`config.mk`:
```
export PLATFORM = sky130hd
export DESIGN_NAME = bcd_divider
export DESIGN_NICKNAME = d
export VERILOG_FILES = /design/src/rtl/bcd_divider.sv
export SDC_FILE = /design/constraint.sdc
export NUM_CORES = 1
export LEC_CHECK = 0
export CAP_MARGIN = 0
export CELL_PAD_IN_SITES_DETAIL_PLACEMENT = 0
export CELL_PAD_IN_SITES_GLOBAL_PLACEMENT = 1
export CORE_UTILIZATION = 45
export DETAILED_ROUTE_END_ITERATION = 6
export GPL_TIMING_DRIVEN = 0
export HOLD_SLACK_MARGIN = 0.08
export PLACE_DENSITY_LB_ADDON = 0.1
export SYNTH_ARGS = -nofsm -noshare
export SYNTH_HDL_FRONTEND = slang
export SYNTH_SLANG_ARGS = --single-unit
```
`constraint.sdc`:
```
create_clock -name clk -period 16.8 [get_ports clk]
set_input_delay 4.2 -clock clk [delete_from_list [all_inputs] [get_ports clk]]
set_output_delay 4.2 -clock clk [all_outputs]
set_load 0.01 [all_outputs]
```
`src/rtl/bcd_divider.sv`:
```
// Sequential 7-digit packed-BCD restoring long divider.
// Fixed 71-cycle latency for valid operands, 2 cycles for error results.
module bcd_divider (
    input  logic        clk,
    input  logic        rst_n,
    input  logic        start,
    input  logic [27:0] dividend,
    input  logic [27:0] divisor,
    output logic        busy,
    output logic        done,
    output logic [27:0] quotient,
    output logic [27:0] remainder,
    output logic        div_by_zero,
    output logic        invalid
);

    typedef enum logic [1:0] {
        IDLE,
        SHIFT,
        SUB,
        FINISH
    } state_t;

    state_t      state, state_n;
    logic [27:0] dvd, dvd_n;
    logic [27:0] dsr, dsr_n;
    logic [31:0] pr, pr_n;
    logic [27:0] qacc, qacc_n;
    logic [3:0]  qd, qd_n;
    logic [3:0]  att, att_n;
    logic [2:0]  d, d_n;
    logic        err_inv, err_inv_n;
    logic        err_dbz, err_dbz_n;
    logic        busy_n, done_n;
    logic [27:0] quotient_n, remainder_n;
    logic        div_by_zero_n, invalid_n;
    logic [32:0] sub_res;
    logic [3:0]  qd_t;
    logic [3:0]  dig;
    logic        bad;

    function automatic logic has_bad(input logic [27:0] v);
        logic b;
        b = 1'b0;
        for (int i = 0; i < 7; i++) begin
            if (v[4*i +: 4] > 4'd9) b = 1'b1;
        end
        return b;
    endfunction

    // a - b via nines-complement plus one; bit 32 set means no borrow
    function automatic logic [32:0] bcd_sub(
        input logic [31:0] a,
        input logic [31:0] b
    );
        logic [31:0] r;
        logic        c;
        logic [4:0]  s;
        r = '0;
        c = 1'b1;
        for (int i = 0; i < 8; i++) begin
            s = {1'b0, a[4*i +: 4]}
              + {1'b0, 4'd9 - b[4*i +: 4]}
              + {4'b0, c};
            if (s > 5'd9) begin
                r[4*i +: 4] = s[3:0] + 4'd6;
                c = 1'b1;
            end else begin
                r[4*i +: 4] = s[3:0];
                c = 1'b0;
            end
        end
        return {c, r};
    endfunction

    assign sub_res = bcd_sub(pr, {4'h0, dsr});
    assign bad     = has_bad(dividend) | has_bad(divisor);

    always_comb begin
        dig = 4'h0;
        for (int i = 0; i < 7; i++) begin
            if (d == i[2:0]) dig = dvd[4*i +: 4];
        end
    end

    always_comb begin
        state_n       = state;
        dvd_n         = dvd;
        dsr_n         = dsr;
        pr_n          = pr;
        qacc_n        = qacc;
        qd_n          = qd;
        att_n         = att;
        d_n           = d;
        err_inv_n     = err_inv;
        err_dbz_n     = err_dbz;
        busy_n        = busy;
        done_n        = 1'b0;
        quotient_n    = quotient;
        remainder_n   = remainder;
        div_by_zero_n = div_by_zero;
        invalid_n     = invalid;
        qd_t          = qd;
        unique case (state)
            IDLE: begin
                if (start) begin
                    dvd_n     = dividend;
                    dsr_n     = divisor;
                    busy_n    = 1'b1;
                    state_n   = SHIFT;
                    d_n       = 3'd6;
                    qd_n      = 4'h0;
                    att_n     = 4'h0;
                    err_inv_n = bad;
                    err_dbz_n = !bad && (divisor == 28'h0);
                    qacc_n    = 28'h0;
                    pr_n      = 32'h0;
                    if (!bad && (divisor == 28'h0)) begin
                        qacc_n = 28'h9999999;
                        pr_n   = {4'h0, dividend};
                    end
                end
            end
            SHIFT: begin
                if (err_inv || err_dbz) begin
                    busy_n  = 1'b0;
                    state_n = FINISH;
                end else begin
                    pr_n    = {pr[27:0], dig};
                    qd_n    = 4'h0;
                    att_n   = 4'h0;
                    state_n = SUB;
                end
            end
            SUB: begin
                if (sub_res[32]) begin
                    pr_n = sub_res[31:0];
                    qd_t = qd + 4'd1;
                end
                qd_n  = qd_t;
                att_n = att + 4'd1;
                if (att == 4'd8) begin
                    for (int i = 0; i < 7; i++) begin
                        if (d == i[2:0]) qacc_n[4*i +: 4] = qd_t;
                    end
                    if (d == 3'd0) begin
                        state_n = FINISH;
                    end else begin
                        d_n     = d - 3'd1;
                        state_n = SHIFT;
                    end
                end
            end
            FINISH: begin
                done_n        = 1'b1;
                busy_n        = 1'b0;
                quotient_n    = qacc;
                remainder_n   = pr[27:0];
                invalid_n     = err_inv;
                div_by_zero_n = err_dbz;
                state_n       = IDLE;
            end
            default: state_n = IDLE;
        endcase
    end

    always_ff @(posedge clk or negedge rst_n) begin
        if (!rst_n) begin
            state       <= IDLE;
            dvd         <= '0;
            dsr         <= '0;
            pr          <= '0;
            qacc        <= '0;
            qd          <= '0;
            att         <= '0;
            d           <= '0;
            err_inv     <= 1'b0;
            err_dbz     <= 1'b0;
            busy        <= 1'b0;
            done        <= 1'b0;
            quotient    <= '0;
            remainder   <= '0;
            div_by_zero <= 1'b0;
            invalid     <= 1'b0;
        end else begin
            state       <= state_n;
            dvd         <= dvd_n;
            dsr         <= dsr_n;
            pr          <= pr_n;
            qacc        <= qacc_n;
            qd          <= qd_n;
            att         <= att_n;
            d           <= d_n;
            err_inv     <= err_inv_n;
            err_dbz     <= err_dbz_n;
            busy        <= busy_n;
            done        <= done_n;
            quotient    <= quotient_n;
            remainder   <= remainder_n;
            div_by_zero <= div_by_zero_n;
            invalid     <= invalid_n;
        end
    end

endmodule

```
# Word level (Yosys, flattened, before mapping)

Index checks and enable logic that the tools add are counted.

Logic and storage cells: 195
Bits in latches: 0
Memory bits (read-only): 0
Memories: 0
Input bits: 59
Bits in registers: 191
Output and inout bits: 60
RAM bits: 0

Equality and inequality tests: 23
$mul: 0
Divide/modulo/power cells: 0
Mux-type cells: 71
Reduce and logical (&&, ||, !) cells: 22
Add/subtract/negate cells: 34
Magnitude comparators: 22
Shifts and indexed selects: 0
Bitwise operators: 1

Operator list:

| operator                                                              | count |
|---|---|
| 28-bit two-way mux                                                    | 4 |
| 4-bit two-way mux                                                     | 25 |
| 32-bit two-way mux                                                    | 3 |
| 32-bit case mux with 3 select lines                                   | 1 |
| 4-bit > comparator, second input constant                             | 14 |
| 28-bit case mux with 2 select lines                                   | 1 |
| 5-bit by 4-bit > comparator with 1-bit output, second input constant  | 8 |
| 4-bit AND reduction                                                   | 9 |
| 4-bit by 4-bit adder with 5-bit output                                | 7 |
| 5-bit by 1-bit adder with 5-bit output                                | 7 |
| 4-bit by 3-bit adder with 4-bit output, second input constant         | 8 |
| 28-bit logical NOT                                                    | 1 |
| 4-bit subtractor, first input constant                                | 7 |
| 1-bit two-way mux                                                     | 26 |
| 2-bit inequality test, second input constant                          | 13 |
| 4-bit case mux with 3 select lines                                    | 2 |
| 3-bit equality test, second input constant                            | 3 |
| 3-bit two-way mux                                                     | 3 |
| 4-bit by 1-bit adder with 4-bit output, second input constant         | 2 |
| 2-bit case mux with 4 select lines                                    | 1 |
| 3-bit by 2-bit equality test with 1-bit output, second input constant | 2 |
| 2-bit two-way mux                                                     | 3 |
| 3-bit case mux with 2 select lines                                    | 1 |
| 3-bit AND reduction                                                   | 2 |
| 17 further kinds                                                      | 20 |

# Longest topological paths before layout

Gate-level depths: netlist of the first run.

Word-level depth: 30
Mapped depth: 52

# Least setup slack after synthesis of the first run

No wires, ideal clock.

Path kind: reg2reg
Start: register dsr[1]
End: register qacc[2]
Slack: 4,783 ps
Required time: 16,735 ps
Setup time: 65 ps
Arrival: 11,951 ps
Cell stages (with the launch flop): 50
Cell sequence: dfrtp_1 inv_1 ha_1 ha_1 xnor2_1 ha_1 o21ai_0 nand2_1 o21ai_0 fa_1 fa_1 xnor2_1 nand2_1 inv_1 o21ai_0 fa_1 fa_1 xnor2_1 [... 14 more ...] xnor2_1 and2_1 o21ai_0 fa_1 fa_1 xnor2_1 nand2_1 a31oi_1 ha_1 inv_1 ha_1 nor2b_2 a2111oi_2 buf_6 nor2b_2 xnor2_2 nor2_1 mux2_2

Cells in the longest elaborated chain, start to end: 30

Ends and longest elaborated chain:

| what                                          | line | source |
|---|---|---|
| from (decl)                                   | 26   | `logic [27:0] dsr, dsr_n;` |
| from (signal assigned)                        | 188  | `dsr <= dsr_n;` |
| 4-bit subtractor                              | 63   | `+ {1'b0, 4'd9 - b[4*i +: 4]}` |
| 4-bit by 4-bit adder with 5-bit output        | 63   |  |
| 5-bit by 1-bit adder with 5-bit output        | 64   | `+ {4'b0, c};` |
| 5-bit by 4-bit > comparator with 1-bit output | 65   | `if (s > 5'd9) begin` |
| 1-bit two-way mux                             | 65   |  |
| 5-bit by 1-bit adder with 5-bit output        | 64   |  |
| 5-bit by 4-bit > comparator with 1-bit output | 65   |  |
| 1-bit two-way mux                             | 65   |  |
| [... 14 more ...]                             | n/a  |  |
| 1-bit two-way mux                             | 65   |  |
| 5-bit by 1-bit adder with 5-bit output        | 64   |  |
| 5-bit by 4-bit > comparator with 1-bit output | 65   |  |
| 1-bit two-way mux                             | 65   |  |
| 4-bit two-way mux                             | 136  | `if (sub_res[32]) begin` |
| 4-bit two-way mux                             | 144  | `if (d == i[2:0]) qacc_n[4*i +: 4] = qd_t;` |
| 28-bit two-way mux                            | 142  | `if (att == 4'd8) begin` |
| 28-bit case mux with 2 select lines           | 104  | `unique case (state)` |
| to (signal assigned)                          | 190  | `qacc <= qacc_n;` |
| to (decl)                                     | 28   | `logic [27:0] qacc, qacc_n;` |

No other way between the ends. The select of a mux whose other input is x is not followed.
A chain may end at the register's enable or synchronous reset.

# Final worst setup path of the first run

Start: register dsr[1]
End: register pr[27]

Cells in the longest elaborated chain, start to end: 28
Elaborated cells between the ends (all ways): 32

Ends and longest elaborated chain:

| what                                              | line | source |
|---|---|---|
| 4-bit subtractor (*)                              | 63   |  |
| 4-bit by 4-bit adder with 5-bit output (*)        | 63   |  |
| 5-bit by 1-bit adder with 5-bit output (*)        | 64   |  |
| 5-bit by 4-bit > comparator with 1-bit output (*) | 65   |  |
| 1-bit two-way mux (*)                             | 65   |  |
| 5-bit by 1-bit adder with 5-bit output (*)        | 64   |  |
| 5-bit by 4-bit > comparator with 1-bit output (*) | 65   |  |
| 1-bit two-way mux (*)                             | 65   |  |
| [... 12 more ...]                                 | n/a  |  |
| 5-bit by 1-bit adder with 5-bit output (*)        | 64   |  |
| 5-bit by 4-bit > comparator with 1-bit output     | 65   |  |
| 1-bit two-way mux                                 | 65   |  |
| 5-bit by 1-bit adder with 5-bit output            | 64   |  |
| 5-bit by 4-bit > comparator with 1-bit output     | 65   |  |
| 1-bit two-way mux                                 | 65   |  |
| 2-bit inequality test (no line)                   | n/a  |  |
| 4-bit AND reduction (no line)                     | n/a  |  |
| to (signal assigned)                              | 189  | `pr <= pr_n;` |
| to (decl)                                         | 27   | `logic [31:0] pr, pr_n;` |

Mark *: on every way between the ends. The rest lies on a longest branch, timed or not. The select of a mux whose other input is x is not followed.

==> results.py, run 1 <==
metrics = {
    "worst_setup_path": {
        "crit_path_start_kind": "register",
        "path_class": "reg -> reg",
        "crit_fanout": 10,
        "critPathTopFamily": "adder cells",
        "crit_arrival_ns": 14.38,
        "cp_num_buf_inv": 4,
        "critical_path.most_common_cell": "fa_1",
        "r2r_end": "pr[27]$_DFFE_PN0P_",
        "cp-end-kind": "register",
        "reg2reg_from": "dsr[1]$_DFFE_PN0P_",
        "crit_slowest_cell": "a2111oi_2",
        "rr_worst_depth": 47,
        "required_ns": 17.12,
        "worst_path_largest_cell_delay_ns": 0.51,
        "rrSetupSlack_ns": 2.74,
    },
    "placement": {
        "placement.io_buffers": 118,
        "place_congestion": 0.8665,
        "dp_hpwl_um": 21420,
    },
    "final_layout": {
        "multi_input_area_um2": 5225,
        "area_growth_pct": 20.93,
        "num_antenna_cells": 0,
        "nets": 1203,
        "layout_common_cells": "191 x dfrtp_1, 134 x mux2_2, 117 x clkdlybuf4s50_1",
        "final_common_cell": "dfrtp_1",
        "drive_above_1_share_pct": 18.79,
        "fillers": 2034,
        "register_area_um2": 4780,
    },
    "global_routing": {
        "antenna_found_initial": 0,
        "grt_pass1_vias": 7685,
        "grt_max_degree": 98,
        "grt_usage_pct": 25.61,
        "grt_pass1_wl_um": 45080,
        "gr-total-overflow": 0,
    },
    "routing": {
        "vias": 7893,
        "drc": 1,
        "first_pass_iters": 7,
        "wl_um": 28970,
        "drtAntennaViolNets": 0,
        "vias_per_cell": 5.736,
        "avgRoutedWirePerCell_um": 21.05,
        "drt_first_iter_violations": 574,
    },
    "synth": {
        "synth-seq-area-share_pct": 46.14,
        "ys_seq_elements": 191,
        "syn-cell-area_um2": 10360,
        "synth_top_area_cell": "dfrtp_1",
        "synth_cell_types": 66,
        "synth-main-ff-cell": "dfrtp_1",
        "synth_top_area_share_pct": 46.14,
        "synthesis.instances": 940,
        "yosys_warnings": 0,
        "synth_nets": 1065,
        "synth-edff-count": 0,
        "synth.avg_cell_area_um2": 11.02,
        "async_reset_ff_share_pct": 100.0,
        "synth.area.top_cells": "dfrtp_1 46%, mux2_2 15%, ha_1 6.4%",
    },
    "sta": {
        "finalClockSkew_ns": 0.008262,
        "hold_viol_final": 0,
        "slew_violations": 0,
        "period_needed_ns": 14.06,
        "setup-violations-final": 0,
        "slew_headroom_pct": 27.78,
        "rsz0062_at_grt": "no",
        "tightest_slew_ns": 1.079,
        "fin_crit_sh_pct": 83.71,
        "finalSetupTns_ns": 0,
        "max_freq_ghz": 0.07110,
    },
    "cts": {
        "cts_tree": "done",
        "ctsHoldBuffers": 0,
        "cts_root_buf": "clkbuf_16",
        "cts.sinks": 191,
        "cts_made_buffers": 17,
        "insertion_delay_ns": 0.45,
        "cts_setup_buffers": 0,
        "cts_resized": 0,
        "cts_buffer_depth": 2,
        "h-tree-depth": 4,
        "clk_pin_slew_ns": 0.08,
    },
    "worst_hold_path": {
        "hold_start": "qacc[22]$_DFFE_PN0P_",
        "hold_depth": 1,
        "worstHoldPathType": "reg -> reg",
        "worstHoldEndpoint": "qacc[22]$_DFFE_PN0P_",
    },
    "die": {
        "coreArea_um2": 22640,
        "die_h_um": 153.7,
        "io_pins": 119,
        "dieWidth_um": 153.7,
        "fp.dieArea_um2": 23630,
        "row_count": 55,
        "start_util_pct": 45.75,
    },
    "status": {
        "violations": "design-rule violations",
        "status": "finished, violations left",
    },
    "flow_run": {
        "drv_cap": 0,
    },
}
registers in the layout, indices dropped and copies added (netlist names), 2 cells and up:
register and cells:
dsr 28, quotient 28, qd 4, qacc 28, dvd 28, d 3, remainder 28, att 4
pr 32, state 2
cells in the mapped netlist, types with 4 or more instances:
| cell | number |
|---|---|
| a211o_1 | 6 |
| a21o_1 | 19 |
| a21oi_1 | 35 |
| a222oi_1 | 8 |
| a22o_1 | 7 |
| a22oi_1 | 16 |
| a31oi_1 | 28 |
| and2_1 | 12 |
| buf_1 | 9 |
| buf_2 | 7 |
| clkbuf_1 | 19 |
| dfrtp_1 | 191 |
| fa_1 | 13 |
| ha_1 | 53 |
| inv_1 | 42 |
| mux2_2 | 134 |
| mux2i_1 | 7 |
| nand2_1 | 69 |
| nand2_2 | 4 |
| nand2b_1 | 5 |
| nand3_1 | 22 |
| nand4_1 | 7 |
| nor2_1 | 47 |
| nor2b_1 | 4 |
| nor3_1 | 8 |
| nor4_1 | 8 |
| o2111ai_1 | 4 |
| o21ai_0 | 65 |
| or2_2 | 7 |
| xnor2_1 | 13 |
| xor2_1 | 9 |
cells by family after synthesis:
logic type | Yosys count | share of synthesized area, %
AOI/OAI and AO/OA | 221 | 14.14
xor gates and xnor gates | 23 | 2.017
adders and majority gates | 66 | 8.914
buffers and inverters | 84 | 3.418
DFF | 191 | 46.14
muxes | 141 | 15.24
and+or+nand+nor | 214 | 10.12
how the worst max path moves through the flow:
stage                        from                  end  cells after the start
2_1_floorplan  dsr[1]$_DFFE_PN0P_  qacc[2]$_DFFE_PN0P_                     49
3_3_place_gp   dsr[1]$_DFFE_PN0P_   pr[25]$_DFFE_PN0P_                     48
3_5_place_dp   dsr[1]$_DFFE_PN0P_   pr[27]$_DFFE_PN0P_                     48
4_1_cts        dsr[1]$_DFFE_PN0P_   pr[27]$_DFFE_PN0P_                     48
5_1_grt        dsr[1]$_DFFE_PN0P_    pr[0]$_DFFE_PN0P_                     50
6_report       dsr[1]$_DFFE_PN0P_   pr[27]$_DFFE_PN0P_                     47
worst register-to-register path, delay by kind of cell (launching register included):
family	cells	cell delay, ns
adder cells (fa/ha/maj)	17	6.81
buffers and inverters	4	0.80
AO/OA/AOI/OAI	17	3.92
XOR/XNOR	4	1.15
AND/OR/NAND/NOR	5	0.83
flip-flops	1	0.46
through the flow:
stage | area [um2] | hold WS (ns) | setup slack (ns) | instances | utilization, %
2_1_floorplan | 10360 | 0.4603 | 4.783 | 940 | -
3_3_place_gp | 11900 | 0.4786 | 2.886 | 1343 | 52.54
3_5_place_dp | 11930 | 0.4839 | 2.860 | 1344 | 52.69
6_report | 12530 | 0.5003 | 2.736 | 1376 | 55.33
4_1_cts | 12530 | 0.5051 | 2.796 | 1376 | 55.33
5_1_grt | 12530 | 0.5191 | 1.691 | 1376 | 55.33
routing by layer:
metal / GRT usage [%] / vias up / wire (um)
li1: - / 3694 / -
met2: 42.64 / 246 / 13890
met5: 0 / - / 0
met3: 4.707 / 46 / 1469
met4: 9.048 / 0 / 758
met1: 33.43 / 3907 / 12850
cell type report:
| cell class | instances | share of cell area, % |
|---|---|---|
| plain buffers | 40 | 1.508 |
| clock buffers | 17 | 3.396 |
| clock inverters | 15 | 1.378 |
| inverters | 44 | 1.318 |
| multi-input cells | 665 | 41.71 |
| flip-flops and latches | 191 | 38.15 |
| well taps | 285 | 2.847 |
| repair buffers | 119 | 9.688 |
Power of run 1 is left out: the tool's default activity adds up to more than one toggle a clock period on the data nets, which glitch-free logic cannot reach.
==> inputs of run 2 (changes only) <==
Clock period 16.8 ns to 13.4 ns, I/O delays scaled along.
==> run 2 against run 1 <==
The flow now finishes without violations. Non-clock buffer count is 2 higher. Register-to-register slack got worse by 2.0 ns. Clock-buffer cell count unchanged. Critical path type unchanged. Global-route usage about the same. First-iteration DRC count is 2.1% lower. Die area unchanged. Fmax grew 11%. Cell count increased by 0.15%. Routed wire length increased by 0.71%. Worst hold slack got worse by 0.0024 ns. Highest routed layer unchanged. Critical path depth up 2. Sequential share of layout area fell by 0.39 points.
==> results.py, run 2 (synthesized netlist as in run 1, its figures left out) <==
metrics = {
    "final_layout": {
        "layoutNonFillerInstCount": 1378,
        "layout_common_cells": "190 x dfrtp_1, 134 x mux2_2, 117 x clkdlybuf4s50_1",
        "multi_input_area_um2": 5336,
        "nets": 1205,
        "drive_above_1_share_pct": 20.59,
        "regMostFlops": "pr",
        "largest_reg_flops": 32,
        "utilization_pct": 55.92,
        "final_common_cell": "dfrtp_1",
        "fillers": 2017,
        "register_area_um2": 4781,
        "area_growth_pct": 22.21,
        "num_antenna_cells": 0,
    },
    "die": {
        "io_pins": 119,
        "row_count": 55,
        "coreArea_um2": 22640,
        "start_util_pct": 45.75,
        "fp.dieArea_um2": 23630,
        "dieWidth_um": 153.7,
        "die_h_um": 153.7,
    },
    "worst_setup_path": {
        "path_class": "reg -> reg",
        "rrSetupSlack_ns": 0.76,
        "crit_arrival_ns": 12.98,
        "critical_path.most_common_cell": "fa_1",
        "reg2reg_from": "pr[0]$_DFFE_PN0P_",
        "worst_path_largest_cell_delay_ns": 0.46,
        "r2r_end": "qacc[7]$_DFFE_PN0P_",
        "crit_slowest_cell": "fa_1",
        "crit_path_start_kind": "register",
        "required_ns": 13.74,
        "crit_fanout": 10,
        "rr_worst_depth": 49,
        "critPathTopFamily": "adder cells",
        "cp_num_buf_inv": 4,
        "cp-end-kind": "register",
    },
    "flow_run": {
        "drv_cap": 0,
    },
    "routing": {
        "wl_um": 29180,
        "first_pass_iters": 5,
        "drc": 0,
        "vias": 7862,
        "avgRoutedWirePerCell_um": 21.17,
        "drt_first_iter_violations": 562,
        "drtAntennaViolNets": 0,
        "vias_per_cell": 5.705,
    },
    "cts": {
        "h-tree-depth": 4,
        "cts_made_buffers": 17,
        "cts_buffer_depth": 2,
        "cts_root_buf": "clkbuf_16",
        "insertion_delay_ns": 0.45,
        "cts_tree": "done",
        "clk_pin_slew_ns": 0.08,
        "cts.sinks": 191,
    },
    "placement": {
        "place_congestion": 0.8665,
        "pre_cts_ws_ns": -0.5405,
        "dp_hpwl_um": 21420,
        "placement.io_buffers": 118,
        "dp_cells": 1344,
    },
    "sta": {
        "rsz0062_at_grt": "no",
        "slew_headroom_pct": 27.68,
        "slew_violations": 0,
        "period_needed_ns": 12.64,
        "max_freq_ghz": 0.07909,
        "setup-violations-final": 0,
        "finalClockSkew_ns": 0.009667,
        "finalWorstSetupSlack_ns": 0.7567,
        "fin_hold_ws_ns": 0.4979,
        "fin_crit_sh_pct": 94.35,
        "hold_viol_final": 0,
        "tightest_slew_ns": 1.081,
    },
    "worst_hold_path": {
        "worstHoldPathType": "reg -> reg",
        "hold_start": "qacc[6]$_DFFE_PN0P_",
        "hold_depth": 1,
        "worstHoldEndpoint": "qacc[6]$_DFFE_PN0P_",
    },
    "global_routing": {
        "grt_pass1_wl_um": 45170,
        "met3_usage_pct": 4.566,
        "antenna_found_initial": 0,
        "use_met2_pct": 42.84,
        "grt_usage_pct": 25.64,
        "grt_pass1_vias": 7715,
        "busiest_layer": "met2",
        "grtUsageMet1_pct": 33.46,
        "grt_max_degree": 98,
        "gr-total-overflow": 0,
    },
    "status": {
        "status": "finished clean",
    },
}
==> run 2: area by class of cell <==
class | instances | share of cell area (%)
buffer | 40 | 1.532
clock inverter | 15 | 1.364
tap | 285 | 2.817
clock buffer | 17 | 3.360
multi-input combinational | 665 | 42.15
sequential | 191 | 37.76
inverter | 44 | 1.305
timing repair buffer | 121 | 9.706
==> run 2: per-layer routing <==
layer	vias up	part of all wire, %
met5	-	0
met4	0	2.7
met3	50	5.4
met2	228	48
met1	3894	44
li1	3690	-
==> run 2: worst max-delay path by stage <==
stage                          end  slack, ns  cells after the start          startpoint
3_5_place_dp    pr[27]$_DFFE_PN0P_      -0.54                     48  dsr[1]$_DFFE_PN0P_
2_1_floorplan  qacc[2]$_DFFE_PN0P_       1.38                     49  dsr[1]$_DFFE_PN0P_
4_1_cts        qacc[7]$_DFFE_PN0P_       0.04                     49  dsr[1]$_DFFE_PN0P_
6_report       qacc[7]$_DFFE_PN0P_       0.76                     49   pr[0]$_DFFE_PN0P_
3_3_place_gp    pr[25]$_DFFE_PN0P_      -0.51                     48  dsr[1]$_DFFE_PN0P_
5_1_grt        qacc[7]$_DFFE_PN0P_       0.06                     48  dsr[1]$_DFFE_PN0P_
==> run 2: through the flow <==
| stage | setup TNS, ns | cell area (um2) |
|---|---|---|
| floorplan | 0 | 10360 |
| global placement | -14.03 | 11900 |
| detailed placement | -16.18 | 11930 |
| CTS | 0 | 12570 |
| global route | 0 | 12660 |
| finish | 0 | 12660 |
==> run 2: what timing repair did <==
action,CTS,global route
setup endpoints to repair,62,64
pin swaps,1,2
hold buffers,0,0
endpoints found under the hold margin,0,0
setup buffers,0,2
resized for setup,10,18
Power of run 2 is left out for the same reason.
